$ cat config.mk
export PLATFORM = sky130hd
export DESIGN_NAME = core_run_ctrl
export DESIGN_NICKNAME = d
export VERILOG_FILES = /design/src/rtl/core_run_ctrl.sv
export SDC_FILE = /design/constraint.sdc
export NUM_CORES = 1
export LEC_CHECK = 0
export ABC_CLOCK_PERIOD_IN_PS = 3880
export CORE_MARGIN = 2
export CORE_UTILIZATION = 50
export CTS_CLUSTER_DIAMETER = 40
export DETAILED_ROUTE_END_ITERATION = 8
export GPL_TIMING_DRIVEN = 0
export PLACE_DENSITY = 0.86
export SLEW_MARGIN = 30
export SYNTH_ARGS = -nofsm -noshare
export SYNTH_HDL_FRONTEND = slang
export SYNTH_SLANG_ARGS = --single-unit
$ cat constraint.sdc
create_clock -name clk -period 3.88 [get_ports clk]
set_input_delay 0.97 -clock clk [delete_from_list [all_inputs] [get_ports clk]]
set_output_delay 0.97 -clock clk [all_outputs]
set_load 0.005 [all_outputs]
$ cat src/rtl/core_run_ctrl.sv
// core_run_ctrl: run sequencer between the simulation top and the Core.
// On an accepted start it copies the program image into the Core instruction
// memory one word per cycle. It then holds the Core in reset for RESET_HOLD
// cycles, releases it, and counts RUN cycles until ebreak, abort or timeout.
//
// Ports:
//   clk, reset          clock (rising edge), async active-low reset
//   start, abort        run request / run cancel
//   num_insts, init_pc, cycle_limit   run setup, sampled on an accepted start
//   load_addr, load_data              host image read port (combinational data)
//   mem_we, mem_waddr, mem_wdata      instruction memory write port
//   core_reset, core_pc, core_ebreak  Core control / finish flag
//   busy, done, status, cycles        host status
module core_run_ctrl #(
  parameter int unsigned MAX_INSTS  = 1024,
  parameter int unsigned RESET_HOLD = 2,
  localparam int unsigned AW = (MAX_INSTS > 1) ? $clog2(MAX_INSTS) : 1,
  localparam int unsigned CW = AW + 1
) (
  input  logic          clk,
  input  logic          reset,
  input  logic          start,
  input  logic          abort,
  input  logic [CW-1:0] num_insts,
  input  logic [31:0]   init_pc,
  input  logic [31:0]   cycle_limit,
  output logic [AW-1:0] load_addr,
  input  logic [31:0]   load_data,
  output logic          mem_we,
  output logic [AW-1:0] mem_waddr,
  output logic [31:0]   mem_wdata,
  output logic          core_reset,
  output logic [31:0]   core_pc,
  input  logic          core_ebreak,
  output logic          busy,
  output logic          done,
  output logic [1:0]    status,
  output logic [31:0]   cycles
);

  localparam int unsigned HW = 4;

  typedef enum logic [2:0] {
    S_IDLE,
    S_LOAD,
    S_HOLD,
    S_RUN,
    S_DONE_EBREAK,
    S_DONE_TIMEOUT,
    S_DONE_ABORT
  } state_t;

  state_t        state_q, state_d;
  logic [CW-1:0] n_words_q, n_words_d;
  logic [CW-1:0] w_cnt_q, w_cnt_d;
  logic [31:0]   limit_q, limit_d;
  logic [HW-1:0] hold_q, hold_d;

  logic [AW-1:0] load_addr_d, mem_waddr_d;
  logic          mem_we_d, core_reset_d, busy_d, done_d;
  logic [31:0]   mem_wdata_d, core_pc_d, cycles_d;
  logic [1:0]    status_d;
  logic [CW-1:0] n_clamped;

  // Next-state and registered-output logic
  always_comb begin
    state_d      = state_q;
    n_words_d    = n_words_q;
    w_cnt_d      = w_cnt_q;
    limit_d      = limit_q;
    hold_d       = hold_q;
    load_addr_d  = load_addr;
    mem_we_d     = 1'b0;
    mem_waddr_d  = mem_waddr;
    mem_wdata_d  = mem_wdata;
    core_pc_d    = core_pc;
    cycles_d     = cycles;
    status_d     = status;
    n_clamped    = (num_insts > CW'(MAX_INSTS)) ? CW'(MAX_INSTS) : num_insts;

    case (state_q)
      S_IDLE, S_DONE_EBREAK, S_DONE_TIMEOUT, S_DONE_ABORT: begin
        if (start) begin
          n_words_d   = n_clamped;
          w_cnt_d     = '0;
          limit_d     = cycle_limit;
          core_pc_d   = init_pc;
          cycles_d    = '0;
          status_d    = 2'd0;
          load_addr_d = '0;
          if (n_clamped == '0) begin
            state_d = S_HOLD;
            hold_d  = HW'(RESET_HOLD);
          end else begin
            state_d = S_LOAD;
          end
        end
      end
      S_LOAD: begin
        if (abort) begin
          state_d  = S_DONE_ABORT;
          status_d = 2'd3;
        end else if (w_cnt_q == n_words_q) begin
          // Last word already on the write port; this edge drops mem_we.
          state_d = S_HOLD;
          hold_d  = HW'(RESET_HOLD);
        end else begin
          mem_we_d    = 1'b1;
          mem_waddr_d = load_addr;
          mem_wdata_d = load_data;
          w_cnt_d     = w_cnt_q + CW'(1);
          // Stop at the top word so the read address never wraps.
          if (load_addr != AW'(MAX_INSTS - 1)) begin
            load_addr_d = load_addr + AW'(1);
          end
        end
      end
      S_HOLD: begin
        if (abort) begin
          state_d  = S_DONE_ABORT;
          status_d = 2'd3;
        end else if (hold_q <= HW'(1)) begin
          state_d = S_RUN;
        end else begin
          hold_d = hold_q - HW'(1);
        end
      end
      S_RUN: begin
        if (abort) begin
          state_d  = S_DONE_ABORT;
          status_d = 2'd3;
        end else if (core_ebreak) begin
          state_d  = S_DONE_EBREAK;
          status_d = 2'd1;
        end else if ((limit_q != '0) && ((cycles + 32'd1) == limit_q)) begin
          state_d  = S_DONE_TIMEOUT;
          status_d = 2'd2;
          cycles_d = cycles + 32'd1;
        end else if (cycles != 32'hFFFF_FFFF) begin
          cycles_d = cycles + 32'd1;
        end
      end
      default: state_d = S_IDLE;
    endcase

    busy_d       = (state_d == S_LOAD) || (state_d == S_HOLD) || (state_d == S_RUN);
    done_d       = (state_d == S_DONE_EBREAK) || (state_d == S_DONE_TIMEOUT) ||
                   (state_d == S_DONE_ABORT);
    core_reset_d = (state_d != S_RUN);
  end

  // State and output registers
  always_ff @(posedge clk or negedge reset) begin
    if (!reset) begin
      state_q    <= S_IDLE;
      n_words_q  <= '0;
      w_cnt_q    <= '0;
      limit_q    <= '0;
      hold_q     <= '0;
      load_addr  <= '0;
      mem_we     <= 1'b0;
      mem_waddr  <= '0;
      mem_wdata  <= '0;
      core_reset <= 1'b1;
      core_pc    <= '0;
      busy       <= 1'b0;
      done       <= 1'b0;
      status     <= 2'd0;
      cycles     <= '0;
    end else begin
      state_q    <= state_d;
      n_words_q  <= n_words_d;
      w_cnt_q    <= w_cnt_d;
      limit_q    <= limit_d;
      hold_q     <= hold_d;
      load_addr  <= load_addr_d;
      mem_we     <= mem_we_d;
      mem_waddr  <= mem_waddr_d;
      mem_wdata  <= mem_wdata_d;
      core_reset <= core_reset_d;
      core_pc    <= core_pc_d;
      busy       <= busy_d;
      done       <= done_d;
      status     <= status_d;
      cycles     <= cycles_d;
    end
  end

endmodule

---- Word-level counts from Yosys, hierarchy flattened ----
Cells that the tools add are included.
W data, S select, Z words.
storage, ports and cells
  bits in registers ....................... 183
  word-level logic and storage cells ...... 116
  output and inout port bits .............. 122
  input port bits ......................... 112
cells by class
  eq/ne operators ......................... 30
  bitwise logic cells ..................... 2
  add/subtract/negate cells ............... 4
  reduce and logical (&&, ||, !) cells .... 21
  magnitude comparators ................... 2
  multiplexer cells ....................... 42
operator list
  cell                     number
  $mux W32                 5
  $pmux W32 S2             1
  $mux W11                 4
  $mux W10                 4
  $add A32 B1 Y32 const B  1
  $eq A32 B32 Y1           1
  $ne A32 B32 Y1 const B   1
  $reduce_bool A32 Y1      1
  $mux W3                  8
  $mux W4                  6
  $pmux W11 S2             1
  $ne A2 B2 Y1 const B     10
  $pmux W10 S2             1
  $eq A3 B3 Y1 const B     6
  $eq A3 B2 Y1 const B     4
  $mux W2                  6
  $pmux W3 S4              1
  $pmux W4 S3              1
  $add A11 B1 Y11 const B  1
  $eq A11 B11 Y1           1
  $gt A11 B11 Y1 const B   1
  $logic_not A11 Y1        1
  $add A10 B1 Y10 const B  1
  $ne A10 B10 Y1 const B   1
  22 further kinds         33

---- Logic depth before layout (Yosys ltp) ----
Gate-level depths: netlist of the first run.
  depth after elaboration ................. 10
  depth in mapped cells ................... 11

---- Worst setup path after synthesis of the first run ----
Ideal clock, no wire load.
  path kind ............................... flip-flop to flip-flop
  from .................................... register cycles[4]
  to ...................................... register cycles[31]
  required time ........................... 3756 ps
  cell stages (with the launch flop) ...... 12
  data arrival time ....................... 2844 ps
  path buffers ............................ 3
  clock period less this slack ............ 2968 ps
  path slack .............................. 912 ps
  path through ............................ dfrtp_1 > buf_2 > nand3_2 > buf_2 > nor4_1 > nand4_1 > xnor2_1 > nor4_1 > and4_4 > nor2_2 > buf_6 > a211o_1
between the ends
  longest elaborated chain between the ends .. 7
ends and longest elaborated chain
  element                 RTL line       text
  start, declared         38             output logic [31:0] cycles
  start signal, assigned  185            cycles <= cycles_d;
  $add A32 B1 Y32         135, 138, 140
  $eq A32 B32 Y1          135            end else if ((limit_q != '0) && ((cycles + 32'd1) == limit_q)) begin
  $logic_and A1 B1 Y1     135
  $mux W32                135
  $mux W32                132            end else if (core_ebreak) begin
  $mux W32                129            if (abort) begin
  $pmux W32 S2            81             case (state_q)
Several ways; a longest one is shown, not always the timed one. The select of a mux whose other input is x is not followed.
A chain may end at the register's enable or synchronous reset.

---- Worst setup path after layout of the first run ----
  from .................................... register cycles[3]
  to ...................................... register cycles[4]
The elaborated chain is that of the path after synthesis.

==> impl_metrics.ini, run 1 <==
[clock_tree]
cts_num_sinks = 183
cts_root_buffer = clkbuf_16
cts.clk_slew.worst_paths_ps = 80
clk_latency_ps = 440
cts_tree = yes
cts_max_level = 4
cts_buffers = 17
clockBufferDepth = 2

[yosys]
syn_avg_cell_area_sq_um = 9.31
ys_seq_area_share_pct = 48.3
async_flop_share_pct = 100
synth_nets = 1136
synth_ff_type = dfrtp_1
synth_area_sq_um = 9490
synthDistinctLibCells = 68
syn_inst = 1019
yosysWarnings = 0
synth_edf_count = 0
ys_ff_latch = 183

[routing]
vias_per_cell = 5.78
drc_errors = 0
wl_um = 29300
num_vias = 8790
met3_length_um = 2550
wl_met1_um = 11900
wl_met2_um = 13800
first_pass_iters = 6
highest_layer = met4
drt-initial-drc-count = 829
ant_nets = 0
detail_route.wl_per_cell_um = 19.2

[sta]
fin_setup_tns_ps = 0
clock_skew_ps = 11.0
finalSetupViolCount = 0
tightest_slew_ps = 869
relSlewSlack_pct = 41.7
hold_viol = 0
slew_violations = 0
min_period_over_period_pct = 93.2
grt_setup_unrepaired = no
min_period_ps = 3620
maxClockFrequency_mhz = 276

[finish]
postLayoutCellArea_sq_um = 12800
finalNetCount = 1391
post-route-util_pct = 68.7
final_common_cell = nand2_1
layout_common_cells = nand2_1, clkdlybuf4s50_1, dfrtp_1, nor2_1, mux2_2
nFillCells = 1444
drive_gt1_share_pct = 9.79
area_growth_pct = 35.0

[critical_path]
reg2reg_depth = 10
crit_start = cycles[3]
worstReg2RegStart = cycles[3]
reg2reg_setup_slack_ps = 260
path_class = flip-flop to flip-flop
crit_required_ps = 4180
path_max_fanout = 10
reg2reg_to = cycles[4]
crit_arrival_ps = 3920
crit_path_end_kind = flip-flop
start_kind = flip-flop

[floorplanning]
core_sq_um = 18600
num_rows = 50
die-area_sq_um = 20100
die-width_um = 142
io_pins = 234
initial_core_util_pct = 50.9
die_y_um = 142

[pwr]
peakVddDrop_mv = 0.437
powerDensity_nw_per_um2 = 617
leakage_nw = 5.74

[global_route]
grt_pass1_wl_um = 46100
grt_max_degree = 86
grt.overflow.total = 0
grt_pass1_vias = 8568
grt_usage_pct = 29.6
antenna_found_initial = 0

[run]
cap_violations = 0

[place]
io_buffer_count = 232
globalplace.congestion = 0.989
dp_hpwl_um = 22000
placedInstanceArea_sq_um = 12200

[outcome]
status = completed

[min_path]
hp-class = primary input to asynchronous set/reset pin
[sequential cells by signal (all words and copies together) (netlist names)]
signal      flops
n_words_q      11
limit_q        32
core_reset      1
mem_wdata      32
status          2
mem_waddr      10
cycles         32
core_pc        32
busy            1
state_q         3
w_cnt_q        11
done            1
load_addr      10
hold_q          4
mem_we          1
[critical path, cell delays in order (launching register included)]
cell and delay, ps:
dfrtp_1 440, buf_2 290, nand4_2 280, nor4_2 500, nand4_1 290, xnor2_1 210
nor4_2 440, nand4_4 290, nand2_2 300, buf_2 300, nand3_1 140
[stage by stage]
| step | setup WS, ps | hold WS (ps) | std cells | power [mW] |
|---|---|---|---|---|
| 3_3_place_gp | -5780 | 457 | 1485 | 5.98 |
| 4_1_cts | 26.7 | 385 | 1519 | 7.91 |
| 5_1_grt | 67.1 | 389 | 1521 | 8.36 |
| 6_report | 263 | 382 | 1522 | 7.90 |
| 3_5_place_dp | -130 | 463 | 1487 | 6.12 |
| 2_1_floorplan | 912 | 459 | 1019 | 4.59 |
[final cells by class]
class,count,area [sq um],area share (%)
clock buffer,17,425,3.32
antenna,1,2.50,0.0195
inverter,9,33.8,0.264
timing repair buffer,236,2400,18.7
sequential,183,4580,35.8
clock inverter,15,178,1.39
multi-input combinational,768,4630,36.1
buffer,59,269,2.10
tap,234,293,2.29
[power breakdown]
group | internal [mW] | total, mW | switching [mW]
Combinational | 1.56 | 3.07 | 1.51
Clock | 0.925 | 1.78 | 0.853
Sequential | 2.54 | 3.05 | 0.512
Total | 5.02 | 7.90 | 2.88
[cells in the mapped netlist (4+ instances only)]
cell type / count / area share, %
dfrtp_1: 182 / 48
nand2b_1: 10 / 0.66
buf_4: 4 / 0.32
nand3b_1: 6 / 0.47
nor4_1: 22 / 1.5
and2_1: 8 / 0.53
nand4_1: 19 / 1.3
clkbuf_1: 36 / 1.4
and4_1: 12 / 1.1
a21oi_1: 27 / 1.4
o21ai_0: 39 / 2.1
nor2b_1: 6 / 0.40
ha_1: 5 / 0.66
and3_1: 22 / 1.5
nor2_1: 62 / 2.5
xnor2_1: 37 / 3.4
xor2_1: 36 / 3.3
o211ai_1: 14 / 1.1
a22o_1: 6 / 0.55
nor3_1: 18 / 0.95
nand2_1: 254 / 10
o21ai_1: 13 / 0.69
nand3_1: 25 / 1.3
inv_1: 9 / 0.36
o21a_1: 4 / 0.32
a21boi_0: 9 / 0.71
or3_1: 9 / 0.59
o31ai_1: 8 / 0.63
buf_2: 12 / 0.63
mux2_2: 43 / 5.1
[cells by family (layout without fill, tap and decap cells)]
family / after synthesis / count (layout) / share of synthesized area, %
AO/OA/AOI/OAI: 146 / 146 / 10.1
XOR/XNOR: 73 / 73 / 6.74
adder cells (fa/ha/maj): 5 / 5 / 0.659
buffers and inverters: 68 / 336 / 3.19
flip-flops: 183 / 183 / 48.3
multiplexers: 46 / 46 / 5.42
other: 0 / 1 / 0
AND/OR/NAND/NOR: 498 / 498 / 25.6
[worst max path at each step]
stage | to | cells after the start
6_report | cycles[4] | 10
5_1_grt | cycles[4] | 10
4_1_cts | cycles[4] | 10
3_5_place_dp | cycles[4] | 10
3_3_place_gp | core_pc[10] | 1
2_1_floorplan | cycles[31] | 11
[layer usage]
metal | up-vias | GRT usage, %
met5 | - | 0
met4 | 0 | 12.5
met3 | 77 | 8.23
met2 | 447 | 47.2
met1 | 4218 | 38.1
li1 | 4048 | -
[what timing repair did]
item                                    CTS  global route
pin swaps                                 0             1
gates cloned                              0             0
endpoints found under the setup margin   10            27
resized for setup                         1             3
buffers inserted                          0             2
hold buffers                              0             0
(Power assumes the default switching activity.)
==> inputs of run 2 (changes only) <==
--- a/config.mk
+++ b/config.mk
@@ -5,13 +5,13 @@
 export SDC_FILE = /design/constraint.sdc
 export NUM_CORES = 1
 export LEC_CHECK = 0
-export ABC_CLOCK_PERIOD_IN_PS = 3880
+export ABC_CLOCK_PERIOD_IN_PS = 4600
 export CORE_MARGIN = 2
 export CORE_UTILIZATION = 50
 export CTS_CLUSTER_DIAMETER = 40
 export DETAILED_ROUTE_END_ITERATION = 8
 export GPL_TIMING_DRIVEN = 0
-export PLACE_DENSITY = 0.86
+export PLACE_DENSITY_LB_ADDON = 0.2
 export SLEW_MARGIN = 30
 export SYNTH_ARGS = -nofsm -noshare
 export SYNTH_HDL_FRONTEND = slang
==> constraint.sdc (replaced) <==
create_clock -name clk -period 4.6 [get_ports clk]
set_input_delay 1.15 -clock clk [delete_from_list [all_inputs] [get_ports clk]]
set_output_delay 1.15 -clock clk [all_outputs]
set_load 0.005 [all_outputs]
==> run 2 against run 1 <==
Compared with the run above:
- clock-buffer cell count increased by 1
- routed wire length decreased by 3.6%
- combinational power fell by 17%
- clock power shrank 17%
- maximum frequency fell by 9.7%
- largest cell class unchanged
==> impl_metrics.ini, run 2 (synthesis results as in run 1) <==
[outcome]
status = completed

[clock_tree]
clockBufferDepth = 2
cts_setup_buffers = 0
clk_latency_ps = 430
cts.clk_slew.worst_paths_ps = 70
cts_root_buffer = clkbuf_16
cts_hold_buf = 0
cts_max_level = 4
postCtsResizedCells = 0
cts_tree = yes
cts_num_sinks = 183
cts_buffers = 17

[global_route]
grt_pass1_vias = 8364
grt_max_degree = 88
grt_pass1_wl_um = 44900
grt.overflow.total = 0
antenna_found_initial = 0
grt_use_met3_pct = 7.96
busiest_layer = met2
use_met1_pct = 39.6
grtUsageMet2_pct = 44.6
grt_usage_pct = 28.7

[run]
cap_violations = 0

[routing]
detail_route.wl_per_cell_um = 18.6
num_vias = 8586
first_pass_iters = 6
wl_um = 28200
drc_errors = 0
vias_per_cell = 5.65
drt-initial-drc-count = 681
ant_nets = 0

[min_path]
min_path_cells = 2
holdPathEnd = core_pc[3]
min_from = core_pc[3]
hp-class = flip-flop to flip-flop

[sta]
maxClockFrequency_mhz = 250
hold_viol = 0
finalSetupViolCount = 0
min_period_ps = 4010
grt_setup_unrepaired = no
clock_skew_ps = 10.6
min_period_over_period_pct = 87.1
slew_violations = 0
tightest_slew_ps = 850
relSlewSlack_pct = 42.9
fin_setup_tns_ps = 0

[finish]
diodes = 0
layout_common_cells = nand2_1, clkdlybuf4s50_1, dfrtp_1, nor2_1, mux2_2
area_growth_pct = 34.4
drive_gt1_share_pct = 9.42
final_common_cell = nand2_1
postLayoutCellArea_sq_um = 12800
finalNetCount = 1389

[critical_path]
crit_arrival_ps = 4310
slowest_delay_ps = 720
path_max_fanout = 10
crit_path_end_kind = flip-flop
reg2reg_setup_slack_ps = 590
reg2reg_to = cycles[14]
cp_cell_sequence = ha_1 -> nand4_2 -> nor4_1 -> xnor2_1 -> nand4_1 -> nor4_1 -> nand4_4 -> nand2_2 -> buf_2 -> o211ai_1
cp_slowest_cell = nor4_1
worstReg2RegStart = cycles[0]
crit_required_ps = 4900
path_common_cell = nor4_1
reg2reg_depth = 10
path_class = flip-flop to flip-flop
start_kind = flip-flop

[place]
placedInstanceArea_sq_um = 12200
io_buffer_count = 232
globalplace.congestion = 0.940
dp_hpwl_um = 21100

[pwr]
power_mw = 6.58
p_int_mw = 4.20
power_frac_seq_pct = 39.1
leakage_nw = 5.71
swShare_pct = 36.3
combPwrFrac_pct = 38.6
powerDensity_nw_per_um2 = 516
peakVddDrop_mv = 0.395
clock_power_share_pct = 22.3
netSwitchingPower_mw = 2.39

[floorplanning]
core_sq_um = 18600
io_pins = 234
die_y_um = 142
num_rows = 50
die-area_sq_um = 20100
initial_core_util_pct = 50.9
die-width_um = 142
-- run 2: power by group through the flow --
stage / clock (mW) / combinational, mW / sequential, mW
after floorplan: 0 / 1.36 / 2.51
after global placement: 0 / 2.48 / 2.58
after detailed placement: 0 / 2.54 / 2.60
after CTS: 1.49 / 2.55 / 2.57
after global routing: 1.56 / 2.83 / 2.63
final: 1.47 / 2.54 / 2.58
-- run 2: layer usage --
| layer | vias to the layer above | routed length [um] |
|---|---|---|
| met1 | 4135 | 12100 |
| met4 | 0 | 545 |
| met2 | 376 | 13100 |
| li1 | 4032 | - |
| met5 | - | 0 |
| met3 | 43 | 2480 |
-- run 2: critical path: cells and delay by family (launching register included) --
family                     cells  cell delay (ps)
AOI/OAI and AO/OA              1              120
xor gates and xnor gates       1              200
adders and majority gates      1              400
buffers and inverters          1              290
DFF                            1              560
and+or+nand+nor                6             2300
-- run 2: area by class of cell --
type | count | area, sq um
buffer | 59 | 269
inverter | 9 | 33.8
multi-input combinational | 768 | 4600
clock inverter | 14 | 150
timing repair buffer | 234 | 2380
clock buffer | 18 | 439
tap | 234 | 293
sequential | 183 | 4580
fill | 1532 | 5890
-- run 2: how the worst max path moves through the flow --
stage / start / endpoint / slack [ps] / depth (start not counted)
finish: cycles[0] / cycles[14] / 590 / 10
global route: cycles[0] / cycles[14] / 310 / 10
CTS: cycles[0] / cycles[14] / 650 / 10
detailed placement: cycles[0] / cycles[14] / 700 / 10
global placement: reset / mem_wdata[5] / -5250 / 1
floorplan: cycles[4] / cycles[31] / 1630 / 11
-- run 2: through the flow --
step	utilization (%)	instances	hold WS (ps)	setup WS, ps
finish	68.4	1519	473	592
global route	68.4	1519	498	314
CTS	68.4	1519	480	655
detailed placement	65.2	1487	462	697
global placement	64.9	1485	457	-5250
floorplan	-	1019	459	1630
